--- config.mk ---
export PLATFORM = sky130hd
export DESIGN_NAME = spi_slave_sync
export DESIGN_NICKNAME = d
export VERILOG_FILES = /design/src/rtl/spi_slave_sync.sv
export SDC_FILE = /design/constraint.sdc
export NUM_CORES = 1
export LEC_CHECK = 0
export ABC_AREA = 1
export CAP_MARGIN = 25
export CORE_MARGIN = 8
export CORE_UTILIZATION = 52
export DETAILED_ROUTE_END_ITERATION = 8
export GPL_TIMING_DRIVEN = 0
export PLACE_DENSITY = 0.88
export SLEW_MARGIN = 20
export SYNTH_ARGS = -nofsm -noshare
export SYNTH_HDL_FRONTEND = slang
export SYNTH_SLANG_ARGS = --single-unit
--- constraint.sdc ---
create_clock -name clk -period 2 [get_ports clk]
set_input_delay 0.6 -clock clk [delete_from_list [all_inputs] [get_ports clk]]
set_output_delay 0.6 -clock clk [all_outputs]
set_load 0.01 [all_outputs]
--- src/rtl/spi_slave_sync.sv ---
// SPI slave running entirely on clk: ssel/sclk/mosi are oversampled, CPOL/CPHA are latched per transfer.
// Define SPI_SLAVE_STATUS_EN to build the sticky txUnderrun/rxOverrun flags; otherwise they read 0.
module spi_slave_sync #(
   parameter int                  DATA_WDT    = 8,
   parameter int                  SYNC_STAGES = 2,
   parameter int                  LSB_FIRST   = 0,
   parameter logic [DATA_WDT-1:0] IDLE_WORD   = '0
) (
   input  logic                clk,
   input  logic                reset,
   input  logic                cpol,
   input  logic                cpha,
   input  logic                ssel,
   input  logic                sclk,
   input  logic                mosi,
   output logic                miso,
   output logic                misoEn,
   input  logic [DATA_WDT-1:0] txData,
   input  logic                txValid,
   output logic                txReady,
   output logic [DATA_WDT-1:0] rxData,
   output logic                rxValid,
   input  logic                rxReady,
   output logic                busy,
   output logic                txUnderrun,
   output logic                rxOverrun
);
   localparam int               CNT_W    = $clog2(DATA_WDT);
   localparam logic [CNT_W-1:0] CNT_ZERO = {CNT_W{1'b0}};
   localparam logic [CNT_W-1:0] CNT_ONE  = CNT_W'(1);
   localparam logic [CNT_W-1:0] LAST_BIT = CNT_W'(DATA_WDT - 1);

   typedef enum logic [0:0] {IDLE = 1'b0, ACTIVE = 1'b1} stateType;
   stateType state;

   logic [SYNC_STAGES-1:0] sselSync, sclkSync, mosiSync;
   logic                   sselDly, sclkDly;
   logic                   cpolLat, cphaLat;
   logic [CNT_W-1:0]       bitCnt;
   logic [DATA_WDT-1:0]    txShift, rxShift;

   logic                   sselS, sclkS, mosiS, sselFall, sselRise;
   logic                   sclkNorm, sclkNormDly, leadEdge, trailEdge;
   logic                   entry, inXfer, shiftEdge, sampleEdge, loadEvt, wordDone;
   logic [DATA_WDT-1:0]    loadWord, rxNext;

   // Input synchronisers plus one delay flop for edge detection
   always_ff @(posedge clk or posedge reset) begin
      if (reset) begin
         sselSync <= {SYNC_STAGES{1'b1}};
         sclkSync <= {SYNC_STAGES{1'b0}};
         mosiSync <= {SYNC_STAGES{1'b0}};
         sselDly  <= 1'b1;
         sclkDly  <= 1'b0;
      end else begin
         sselSync <= {sselSync[SYNC_STAGES-2:0], ssel};
         sclkSync <= {sclkSync[SYNC_STAGES-2:0], sclk};
         mosiSync <= {mosiSync[SYNC_STAGES-2:0], mosi};
         sselDly  <= sselSync[SYNC_STAGES-1];
         sclkDly  <= sclkSync[SYNC_STAGES-1];
      end
   end

   // Edge classification and per-cycle transfer events
   always_comb begin
      sselS       = sselSync[SYNC_STAGES-1];
      sclkS       = sclkSync[SYNC_STAGES-1];
      mosiS       = mosiSync[SYNC_STAGES-1];
      sselFall    = sselDly & ~sselS;
      sselRise    = ~sselDly & sselS;
      sclkNorm    = sclkS ^ cpolLat;
      sclkNormDly = sclkDly ^ cpolLat;
      leadEdge    = sclkNorm & ~sclkNormDly;
      trailEdge   = ~sclkNorm & sclkNormDly;
      entry       = (state == IDLE) & sselFall;
      inXfer      = (state == ACTIVE) & ~sselRise;
      shiftEdge   = inXfer & (cphaLat ? leadEdge : trailEdge);
      sampleEdge  = inXfer & (cphaLat ? trailEdge : leadEdge);
      // bitCnt is zero on a shift edge only at a word boundary, for either phase
      loadEvt     = (entry & ~cpha) | (shiftEdge & (bitCnt == CNT_ZERO));
      wordDone    = sampleEdge & (bitCnt == LAST_BIT);
      loadWord    = txValid ? txData : IDLE_WORD;
      rxNext      = (LSB_FIRST != 0) ? {mosiS, rxShift[DATA_WDT-1:1]}
                                     : {rxShift[DATA_WDT-2:0], mosiS};
   end

   // Transfer FSM with tx/rx datapaths and registered outputs
   always_ff @(posedge clk or posedge reset) begin
      if (reset) begin
         state   <= IDLE;
         cpolLat <= 1'b0;
         cphaLat <= 1'b0;
         bitCnt  <= CNT_ZERO;
         txShift <= {DATA_WDT{1'b0}};
         rxShift <= {DATA_WDT{1'b0}};
         rxData  <= {DATA_WDT{1'b0}};
         rxValid <= 1'b0;
         txReady <= 1'b0;
         miso    <= 1'b0;
         misoEn  <= 1'b0;
         busy    <= 1'b0;
      end else begin
         txReady <= 1'b0;
         if (rxValid && rxReady) begin
            rxValid <= 1'b0;
         end
         if (loadEvt) begin
            txReady <= txValid;
            if (LSB_FIRST != 0) begin
               miso    <= loadWord[0];
               txShift <= {1'b0, loadWord[DATA_WDT-1:1]};
            end else begin
               miso    <= loadWord[DATA_WDT-1];
               txShift <= {loadWord[DATA_WDT-2:0], 1'b0};
            end
         end else if (shiftEdge) begin
            if (LSB_FIRST != 0) begin
               miso    <= txShift[0];
               txShift <= {1'b0, txShift[DATA_WDT-1:1]};
            end else begin
               miso    <= txShift[DATA_WDT-1];
               txShift <= {txShift[DATA_WDT-2:0], 1'b0};
            end
         end
         if (sampleEdge) begin
            rxShift <= rxNext;
            bitCnt  <= wordDone ? CNT_ZERO : bitCnt + CNT_ONE;
         end
         if (wordDone) begin
            rxData  <= rxNext;
            rxValid <= 1'b1;
         end
         case (state)
            IDLE: begin
               if (sselFall) begin
                  state   <= ACTIVE;
                  cpolLat <= cpol;
                  cphaLat <= cpha;
                  bitCnt  <= CNT_ZERO;
                  misoEn  <= 1'b1;
                  busy    <= 1'b1;
               end
            end
            ACTIVE: begin
               // A partial word is simply dropped; miso keeps its last value
               if (sselRise) begin
                  state  <= IDLE;
                  bitCnt <= CNT_ZERO;
                  misoEn <= 1'b0;
                  busy   <= 1'b0;
               end
            end
            default: begin
               state <= IDLE;
            end
         endcase
      end
   end

`ifdef SPI_SLAVE_STATUS_EN
   // Sticky status flags, cleared when a new transfer starts
   always_ff @(posedge clk or posedge reset) begin
      if (reset) begin
         txUnderrun <= 1'b0;
         rxOverrun  <= 1'b0;
      end else begin
         if (entry) begin
            txUnderrun <= 1'b0;
            rxOverrun  <= 1'b0;
         end
         if (loadEvt && !txValid) begin
            txUnderrun <= 1'b1;
         end
         if (wordDone && rxValid && !rxReady) begin
            rxOverrun <= 1'b1;
         end
      end
   end
`else
   assign txUnderrun = 1'b0;
   assign rxOverrun  = 1'b0;
`endif

endmodule

After elaboration in Yosys (flattened, before gate mapping)
Index checks and enable logic that the tools add are counted.

Flip-flop bits (word level): 41. Bits in latches: 0. Bits in writable memories: 0. Bits in read-only memories: 0. Input bits: 17. Memories kept: 0.

$add $sub $neg: 1. Multipliers: 0. Divide/modulo/power cells: 0. $lt $le $gt $ge: 0. Equality and inequality tests: 3. Shift-type cells: 0. Multiplexer cells: 21. Bitwise logic cells: 21. Reductions and logical operators: 6.

Operators with widths (count): 2-to-1 mux 8 bit (3); 2-to-1 mux 3 bit (4); bitwise AND 1 bit (11); 2-to-1 mux 1 bit (11); inverter 1 bit (7); one-hot mux 3 bit (2 select lines) (1); one-hot mux 1 bit (2 select lines) (2); AND reduction 2 bit (2); nonzero test 2 bit (2); adder 3 x 1 -> 3 bit (second input constant) (1); equality test 3 bit (second input constant) (1); zero test 3 bit (1); != test 2 x 1 -> 1 bit (second input constant) (1); != test 2 bit (second input constant) (1); XOR 1 bit (2); logical AND 1 bit (1); bitwise OR 1 bit (1).

Logic depth before layout (Yosys ltp)
Gate-level depths: netlist (run 1).

Depth in word-level cells: 10. Gate-level depth with buffers: 11. Mapped depth without buffers: 10.

Worst setup path before layout (run 1)
Ideal clock, no wire load.

Kind: register to register. Start point: reg sselSync[1]. End point: reg miso. Setup time: 0.120 ns. Arrival time: 1.294 ns. Slack: 0.587 ns. Stages on the path, launching flop included: 9. Buffers on the path: 1. Period minus slack after synthesis: 1.413 ns. Cell sequence: dfstp_2 > inv_2 > nor2_1 > nor2_4 > nand3_2 > nand2_4 > buf_4 > nor2_1 > a21oi_2.

Word-level cells in the longest chain between the ends: 7. Elaborated cells on any way between the ends: 12. Classes of those cells: mux (1); bitwise (10); reduce/logical (1).

RTL lines: start: declaration (line 36) `logic [SYNC_STAGES-1:0] sselSync, sclkSync, mosiSync;`; start signal: assignment (line 50) `sselSync <= {SYNC_STAGES{1'b1}};`; start signal: assignment (line 56) `sselSync <= {sselSync[SYNC_STAGES-2:0], ssel};`; bitwise AND 1 bit (line 70) `sselRise = ~sselDly & sselS;`; inverter 1 bit (line 76) `inXfer = (state == ACTIVE) & ~sselRise;`; bitwise AND 1 bit (line 76); bitwise AND 1 bit (line 77) `shiftEdge = inXfer & (cphaLat ? leadEdge : trailEdge);`; bitwise AND 1 bit (line 80) `loadEvt = (entry & ~cpha) | (shiftEdge & (bitCnt == CNT_ZERO));`; bitwise OR 1 bit (line 80); 2-to-1 mux 1 bit or nonzero test 2 bit (tied branches); end signal: assignment (line 110) `miso <= loadWord[0];`; end signal: assignment (line 113) `miso <= loadWord[DATA_WDT-1];`; end signal: assignment (line 118) `miso <= txShift[0];`; end: declaration (line 16) `output logic miso,`.

Parallel ways exist; a longest one is shown, timed or not. A chain may end at the register's enable or synchronous reset.

Final worst setup path (run 1)
Start point: reg busy. End point: out busy.

RTL lines: start: declaration (line 24) `output logic busy,`; start signal: assignment (line 101) `busy <= 1'b0;`; start signal: assignment (line 141) `busy <= 1'b1;`; start signal: assignment (line 150) `busy <= 1'b0;`.

No word-level cell between the ends.

==> results of run 1 <==
## area by class of cell
type,count,share of cell area
flip-flops and latches,40,0.428
well taps,48,0.0256
clock buffers,6,0.0176
inverters,36,0.0576
clock inverters,2,0.0149
repair buffers,29,0.132
plain buffers,9,0.0267
multi-input cells,124,0.297
## logic make-up after synthesis
logic type | count (synthesis) | synth area share
AOI/OAI and AO/OA | 31 | 0.104
DFF | 40 | 0.530
buffers and inverters | 45 | 0.104
adders and majority gates | 3 | 0.0198
other | 1 | 0.00198
and+or+nand+nor | 88 | 0.240
## power groups by stage
stage                     registers [mW]  clock network (mW)  logic [mW]
after detailed placement            1.14                   0       0.888
after CTS                           1.12               0.528       0.892
after floorplan                     1.13                   0       0.652
after global routing                1.15               0.557        1.01
final                               1.12               0.519       0.878
after global placement              1.13                   0       0.851
## layer usage
layer | global-route usage | vias to the layer above | share of wire
li1 | - | 708 | -
met1 | 0.139 | 641 | 0.44
met2 | 0.217 | 26 | 0.49
met3 | 0.0389 | 5 | 0.055
met4 | 0.0462 | 0 | 0.010
met5 | 0 | - | 0
## state kept, by name (all words and copies together) (netlist names), 2 cells and up
signal / cells
rxData: 8
rxShift: 7
txShift: 7
bitCnt: 3
mosiSync: 2
sclkSync: 2
sselSync: 2
## timing repair
action / in CTS / in global routing
setup buffers: 0 / 0
resized for setup: 0 / 1
setup endpoints to repair: 0 / 1
## stage by stage
step	std cells	cell area, um2
3_5_place_dp	286	2270
3_3_place_gp	285	2240
2_1_floorplan	209	1900
6_report	294	2350
4_1_cts	294	2340
5_1_grt	294	2350
## cell usage in the layout (no fill, tap or decap), drive strengths merged
cell type	count
inv	36
o211ai	1
nor2	12
a211oi	1
conb	2
clkbuf	7
nand3	11
dlymetal6s2s	1
bufinv	1
clkinv	1
o22ai	1
buf	9
clkdlybuf4s50	27
a21oi	11
dfrtp	37
dfstp	3
nor3b	2
nand4	1
nand2	62
ha	3
o21ai	17
## worst register-to-register path, stage by stage, from the launching register on
cell	delay [ns]
dfstp_2	0.55
inv_2	0.05
nor2_1	0.24
nor2_4	0.08
nand3_2	0.11
nand2_4	0.06
buf_4	0.18
nor2_1	0.14
a21oi_2	0.04
## worst paths after layout
check,depth (start not counted),endpoint,slack (ns)
max,1,busy,0.14
min,0,sselSync[1]$_DFF_PP1_,0.37
max reg2reg,8,txShift[2]$_DFFE_PP0P_,0.46
min reg2reg,0,sselSync[1]$_DFF_PP1_,0.37
max in group asynchronous,3,sselSync[0]$_DFF_PP1_,0.93
min in group asynchronous,2,txReady$_DFF_PP0_,0.54
==> metrics.cfg, run 1 <==
[status]
status=finished, final reports clean

[clocking]
clock_latency_ns=0.34
tritoncts=done
ctsLongestPathBuffers=2
htreeDepth=2
cts-root-buf=clkbuf_4
holdBufCountCts=0
numCtsBuffers=5
cts_sinks=40
clk_pin_slew_worst_paths_ns=0.11

[synthesis]
yosysWarnings=0
syn_avg_cell_area_um2=9.11
ys_seq_area_frac=0.530
synth.distinct_cells=28
synth_edf_count=0
ys_seq_elements=40
yosys.area.top_type=dfrtp_1
ys_top_cells_by_area=dfrtp_1 (49%), nand2_1 (9.7%), inv_1 (6.1%), o21ai_1 (4.2%), dfstp_2 (4.2%)
syn_inst=208
synthArstFlopShare=1.00
synthTopCellsByCount=nand2_1 (49), dfrtp_1 (37), inv_1 (31), o21ai_1 (16), nand2_2 (12)
synth_area_mm2=0.00190
yosysMostFrequentCell=nand2_1
ys.flop_type=dfrtp_1
synth_top_area_frac=0.488

[pwr]
internal-power_mw=1.65
power_frac_seq=0.446
pwr-share-clk=0.206
ir_drop_v=0.000627
swShare=0.346
p_comb_frac=0.348
leakagePower_nw=1.16
power_switching_uw=873
p_total_mw=2.52
power_density_mw_per_mm2=1070

[sta]
whs_ns=0.367
max_freq_mhz=538
fin_skew_ns=0.00578
hold_viol=0
period_share=0.929
setup_slack_ns=0.141
slew_viol_final=0
min_period_ns=1.86
finalSetupTns_ns=0
setup_viol=0
grt_setup_unrepaired=no

[floorplan]
die_w_um=76.4
io_pins=32
coreArea_mm2=0.00358
die-area_mm2=0.00583
rows=22
dieHeight_um=76.4
start_util=0.530

[placed_design]
dp_hpwl_um=2580
gp_congestion=0.757
pre_cts_ws_ns=0.108
portBuffers=28

[layout]
drive_gt1_frac=0.228
final_nets=265
syn_to_final_growth_pct=23.8
regArea_mm2=0.00100
multiInputGateArea_um2=697
final.fill_count=302
final_util=0.656
antenna_cells=0

[worst_setup_path]
critPathBufInv=1
crit_required_ns=1.40
timing.rr.start=sselSync[1]$_DFF_PP1_
startpoint=busy$_DFFE_PP0P_
worstSetupPathType=flip-flop to output pin
crit_family=buffers and inverters
slowest_stage=clkdlybuf4s50_1
path_cells=clkdlybuf4s50_1
worstPathArrival_ns=1.26
start_kind=flip-flop
slowest_delay_ns=0.54
crit_path_max_fanout=3
worstSetupEndpointType=output pin

[route]
final_antenna_net_count=0
route.detailed.drc=0
drt_first_pass_iters=4
wl_per_cell_um=11.2
first_iter_violations=42
drt-total-wl_um=3290
vias_per_cell=4.69
via_count=1380

[global_route]
grt_max_degree=25
overflow=0
antenna_found_initial=0
grt_use_total=0.125
grt_pass1_wl_um=6130
grt_pass1_vias=1489

[flow_run]
max-cap-violations=0

[min_path]
hold_path_class=flip-flop to flip-flop
hp-start=sselSync[0]$_DFF_PP1_

Power figures use the tool's default switching activity.
==> run 2, diff against run 1 <==
- CORE_UTILIZATION: 52 -> 54
- CTS_BUF_LIST: not set -> sky130_fd_sc_hd__clkbuf_4 sky130_fd_sc_hd__clkbuf_8
- PLACE_DENSITY: 0.88 -> 0.91
==> run 2 against run 1 <==
Worst hold slack got worse by 0.0045 ns. Total power decreased by 2.8%. Sequential cell count unchanged. Critical path depth unchanged. Sequential share of layout area increased by 0.44 points. Count of clock-buffer cells in the layout unchanged. Clock skew increased by 0.0012 ns. Routed wire length increased by 6.9%. Die area decreased by 2.9%. Non-clock buffer count unchanged. Critical path type unchanged. Highest routed layer unchanged.
==> metrics.cfg, run 2 (synthesis gave the netlist of run 1 again) <==
[status]
status=finished, final reports clean

[sta]
setup_viol=0
grt_setup_unrepaired=no
slew_viol_final=0
min_period_ns=1.90
setup_slack_ns=0.103
period_share=0.948
hold_viol=0
max_freq_mhz=527
fin_skew_ns=0.00696

[min_path]
hp-start=sselSync[0]$_DFF_PP1_
hold_path_class=flip-flop to flip-flop
holdPathStages=0
holdPathEnd=sselSync[1]$_DFF_PP1_

[floorplan]
dieHeight_um=75.2
coreArea_mm2=0.00336
start_util=0.564
rows=21
die_w_um=75.2
die-area_mm2=0.00566
io_pins=32

[layout]
final_util=0.690
regArea_mm2=0.00100
most-common-layout-cells=nand2_1 (49), dfrtp_1 (37), inv_1 (30)
largest_register_ffs=8
multiInputGateArea_um2=697
layout.cells.non_filler=292
final_common_cell=nand2_1
final_nets=265
antenna_cells=0
drive_gt1_frac=0.232
final.fill_count=270
reg_top3=rxData x8, rxShift x7, txShift x7
largest_register=rxData
syn_to_final_growth_pct=22.5

[worst_setup_path]
path_cells=clkdlybuf4s50_1
startpoint=busy$_DFFE_PP0P_
crit_family=buffers and inverters
reg2reg_to=txShift[3]$_DFFE_PP0P_
cp_num_cells=1
reg2reg_slack_ns=0.46
critPathBufInv=1
r2r_cells=8
worstSetupEndpointType=output pin
slowest_delay_ns=0.55
timing.rr.start=sselSync[1]$_DFF_PP1_
slowest_stage=clkdlybuf4s50_1
worstPathArrival_ns=1.30
crit_required_ns=1.40
crit_path_max_fanout=3
worstSetupPathType=flip-flop to output pin
start_kind=flip-flop

[route]
wl_per_cell_um=12.0
via_count=1430
vias_per_cell=4.90
drt-total-wl_um=3520
final_antenna_net_count=0
drt_first_pass_iters=4
first_iter_violations=43
route.detailed.drc=0

[pwr]
power_switching_uw=898
p_comb_frac=0.360
internal-power_mw=1.55
leakagePower_nw=1.14
swShare=0.367
ir_drop_v=0.000643
power_frac_seq=0.459
pwr-share-clk=0.181
power_density_mw_per_mm2=1050

[global_route]
grt_max_degree=29
antenna_found_initial=0
grt_pass1_wl_um=6170
overflow=0
grt_use_total=0.145
grt_pass1_vias=1442

[placed_design]
gp_congestion=0.788
dp_hpwl_um=2660
pre_cts_ws_ns=0.0891
dpl.cell_count=284
portBuffers=28

[clocking]
cts-root-buf=clkbuf_4
htreeDepth=2
tritoncts=done
clock_latency_ns=0.36
cts_sinks=40
clk_pin_slew_worst_paths_ns=0.12
ctsLongestPathBuffers=2
numCtsBuffers=5

[flow_run]
max-cap-violations=0

## run 2: changes by cell type in the layout (fill, tap and decap cells not counted), sizes merged
cell,previous run,this run
clkinvlp,0,2
bufinv,1,0
dlymetal6s2s,1,0
dlygate4sd2,0,1
clkinv,1,0
## run 2: worst max-delay path by stage
stage                          endpoint  slack, ns
floorplan           bitCnt[0]$_DFF_PP0_       0.49
global placement      sclkDly$_DFF_PP0_      -0.33
detailed placement     miso$_DFFE_PP0P_       0.09
CTS                                busy       0.07
global route                       busy       0.03
finish                             busy       0.10
## run 2: through the flow
stage | cell area (um2) | setup TNS [ns] | power (mW) | hold WS, ns
floorplan | 1900 | 0 | 1.78 | 0.331
global placement | 2240 | -12.17 | 1.98 | 0.337
detailed placement | 2260 | 0 | 2.04 | 0.343
CTS | 2320 | 0 | 2.48 | 0.364
global route | 2320 | 0 | 2.63 | 0.365
finish | 2320 | 0 | 2.45 | 0.363
## run 2: final cells by class
type | instances | share of cell area
buffer | 9 | 0.0269
clock buffer | 6 | 0.0221
clock inverter | 2 | 0.00647
inverter | 36 | 0.0582
multi-input combinational | 124 | 0.300
sequential | 40 | 0.433
tap | 46 | 0.0248
timing repair buffer | 29 | 0.129
## run 2: power by group through the flow
stage | Clock (mW) | Combinational, mW | Sequential, mW
5_1_grt | 0.482 | 1.00 | 1.15
2_1_floorplan | 0 | 0.652 | 1.13
3_5_place_dp | 0 | 0.897 | 1.14
6_report | 0.443 | 0.881 | 1.12
3_3_place_gp | 0 | 0.848 | 1.13
4_1_cts | 0.460 | 0.896 | 1.13
## run 2: timing repair
| item | in CTS | in global routing |
|---|---|---|
| resized for setup | 1 | 0 |
| hold buffers | 0 | 0 |
| buffers inserted | 0 | 0 |
| endpoints found under the setup margin | 1 | 0 |
## run 2: metal layers
layer	wire length, um	vias to the layer above	global-route usage
met3	142	7	0.0346
li1	-	712	-
met1	1460	683	0.149
met4	102	0	0.0959
met2	1810	28	0.256
met5	0	-	0
==> run 3, diff against run 2 <==
- CELL_PAD_IN_SITES_DETAIL_PLACEMENT: not set -> 1
- CELL_PAD_IN_SITES_GLOBAL_PLACEMENT: not set -> 2
- CORE_UTILIZATION: 54 -> 33
- SETUP_SLACK_MARGIN: not set -> 0.05
==> run 3 against run 2 <==
Clock skew up 0.0012 ns. Combinational power up 1%. Sequential cell count unchanged. Critical endpoint is now misoEn.
==> metrics.cfg, run 3 (synthesis gave the netlist of run 1 again) <==
[sta]
hold_viol=0
min_period_ns=1.90
whs_ns=0.356
setup_viol=0
slew_viol_final=0
grt_setup_unrepaired=no
period_share=0.948
finalSetupTns_ns=0
fin_skew_ns=0.00815
max_freq_mhz=528
setup_slack_ns=0.105

[pwr]
leakagePower_nw=1.16
power_density_mw_per_mm2=1120
ir_drop_v=0.000424

[placed_design]
dpl.cell_count=310
portBuffers=28
dp_hpwl_um=2850
gp_congestion=0.711
pre_cts_ws_ns=0.0630

[worst_setup_path]
slowest_stage=clkdlybuf4s50_1
critPathBufInv=2
crit_required_ns=1.40
crit_family=buffers and inverters
start_kind=flip-flop
path_cells=buf_4 > clkdlybuf4s50_1
worstSetupEndpointType=output pin
worstPathArrival_ns=1.30
crit_path_max_fanout=3
slowest_delay_ns=0.52
worstSetupPathType=flip-flop to output pin

[clocking]
numCtsBuffers=5
ctsLongestPathBuffers=2
tritoncts=done
holdBufCountCts=0
cts_sinks=40
htreeDepth=2
cts-root-buf=clkbuf_8
clock_latency_ns=0.30
cts_resized=0
post-cts-setup-buffers=0
clk_pin_slew_worst_paths_ns=0.09

[global_route]
antenna_found_initial=0
grt_max_degree=26
overflow=0
grt_use_total=0.101
grt_pass1_vias=1576
grt_pass1_wl_um=7010

[floorplan]
io_pins=32
coreArea_mm2=0.00554
die_w_um=91.8
dieHeight_um=91.8
rows=27
die-area_mm2=0.00843
start_util=0.342

[route]
final_antenna_net_count=0
wl_per_cell_um=12.1
route.detailed.drc=0
via_count=1412
drt-total-wl_um=3860
first_iter_violations=56
drt_first_pass_iters=4
vias_per_cell=4.44

[status]
status=finished, final reports clean

[flow_run]
max-cap-violations=0

[layout]
regArea_mm2=0.00100
drive_gt1_frac=0.232
final_common_cell=nand2_1
reg_top3=rxData x8, rxShift x7, txShift x7
layout.cells.non_filler=318
multiInputGateArea_um2=697
syn_to_final_growth_pct=26.9
most-common-layout-cells=nand2_1 (49), dfrtp_1 (37), inv_1 (30)
largest_register=rxData
final_util=0.434
antenna_cells=0
largest_register_ffs=8
final.fill_count=648
final_nets=265

[min_path]
hold_path_class=flip-flop to flip-flop

==> run 3: final cells by class <==
| type | count | share of cell area |
|---|---|---|
| Timing Repair Buffer | 29 | 0.125 |
| Clock inverter | 3 | 0.0193 |
| Buffer | 9 | 0.0260 |
| Tap cell | 72 | 0.0375 |
| Clock buffer | 5 | 0.0286 |
| Inverter | 36 | 0.0562 |
| Sequential cell | 40 | 0.418 |
| Multi-Input combinational cell | 124 | 0.290 |
==> run 3: stage by stage <==
stage	power [mW]	area [um2]
2_1_floorplan	1.78	1900
3_3_place_gp	2.01	2270
3_5_place_dp	2.05	2290
4_1_cts	2.75	2400
5_1_grt	2.91	2400
6_report	2.70	2400
==> run 3: final timing paths <==
kind	from	to	slack [ns]	depth (start not counted)
min in group asynchronous	reset	rxValid$_DFFE_PP0P_	0.59	2
worst min-delay path	mosiSync[0]$_DFF_PP0_	mosiSync[1]$_DFF_PP0_	0.36	0
max in group asynchronous	reset	sselDly$_DFF_PP1_	0.88	3
worst max-delay path	busy$_DFFE_PP0P_	misoEn	0.10	2
worst min register to register	mosiSync[0]$_DFF_PP0_	mosiSync[1]$_DFF_PP0_	0.36	0
worst max register to register	sselSync[1]$_DFF_PP1_	txShift[6]$_DFFE_PP0P_	0.42	8
==> run 3: metal layers <==
layer	routed length, um	vias to the layer above	global-route usage
met5	0	-	0
met4	62	0	0.0483
met3	134	5	0.0261
met2	1810	22	0.166
met1	1850	680	0.122
li1	-	705	-
==> run 3: where the power goes <==
part / total [mW] / internal (mW) / switching (mW)
sequential: 1.13 / 1.02 / 0.112
clock: 0.682 / 0.376 / 0.306
combinational: 0.894 / 0.369 / 0.525
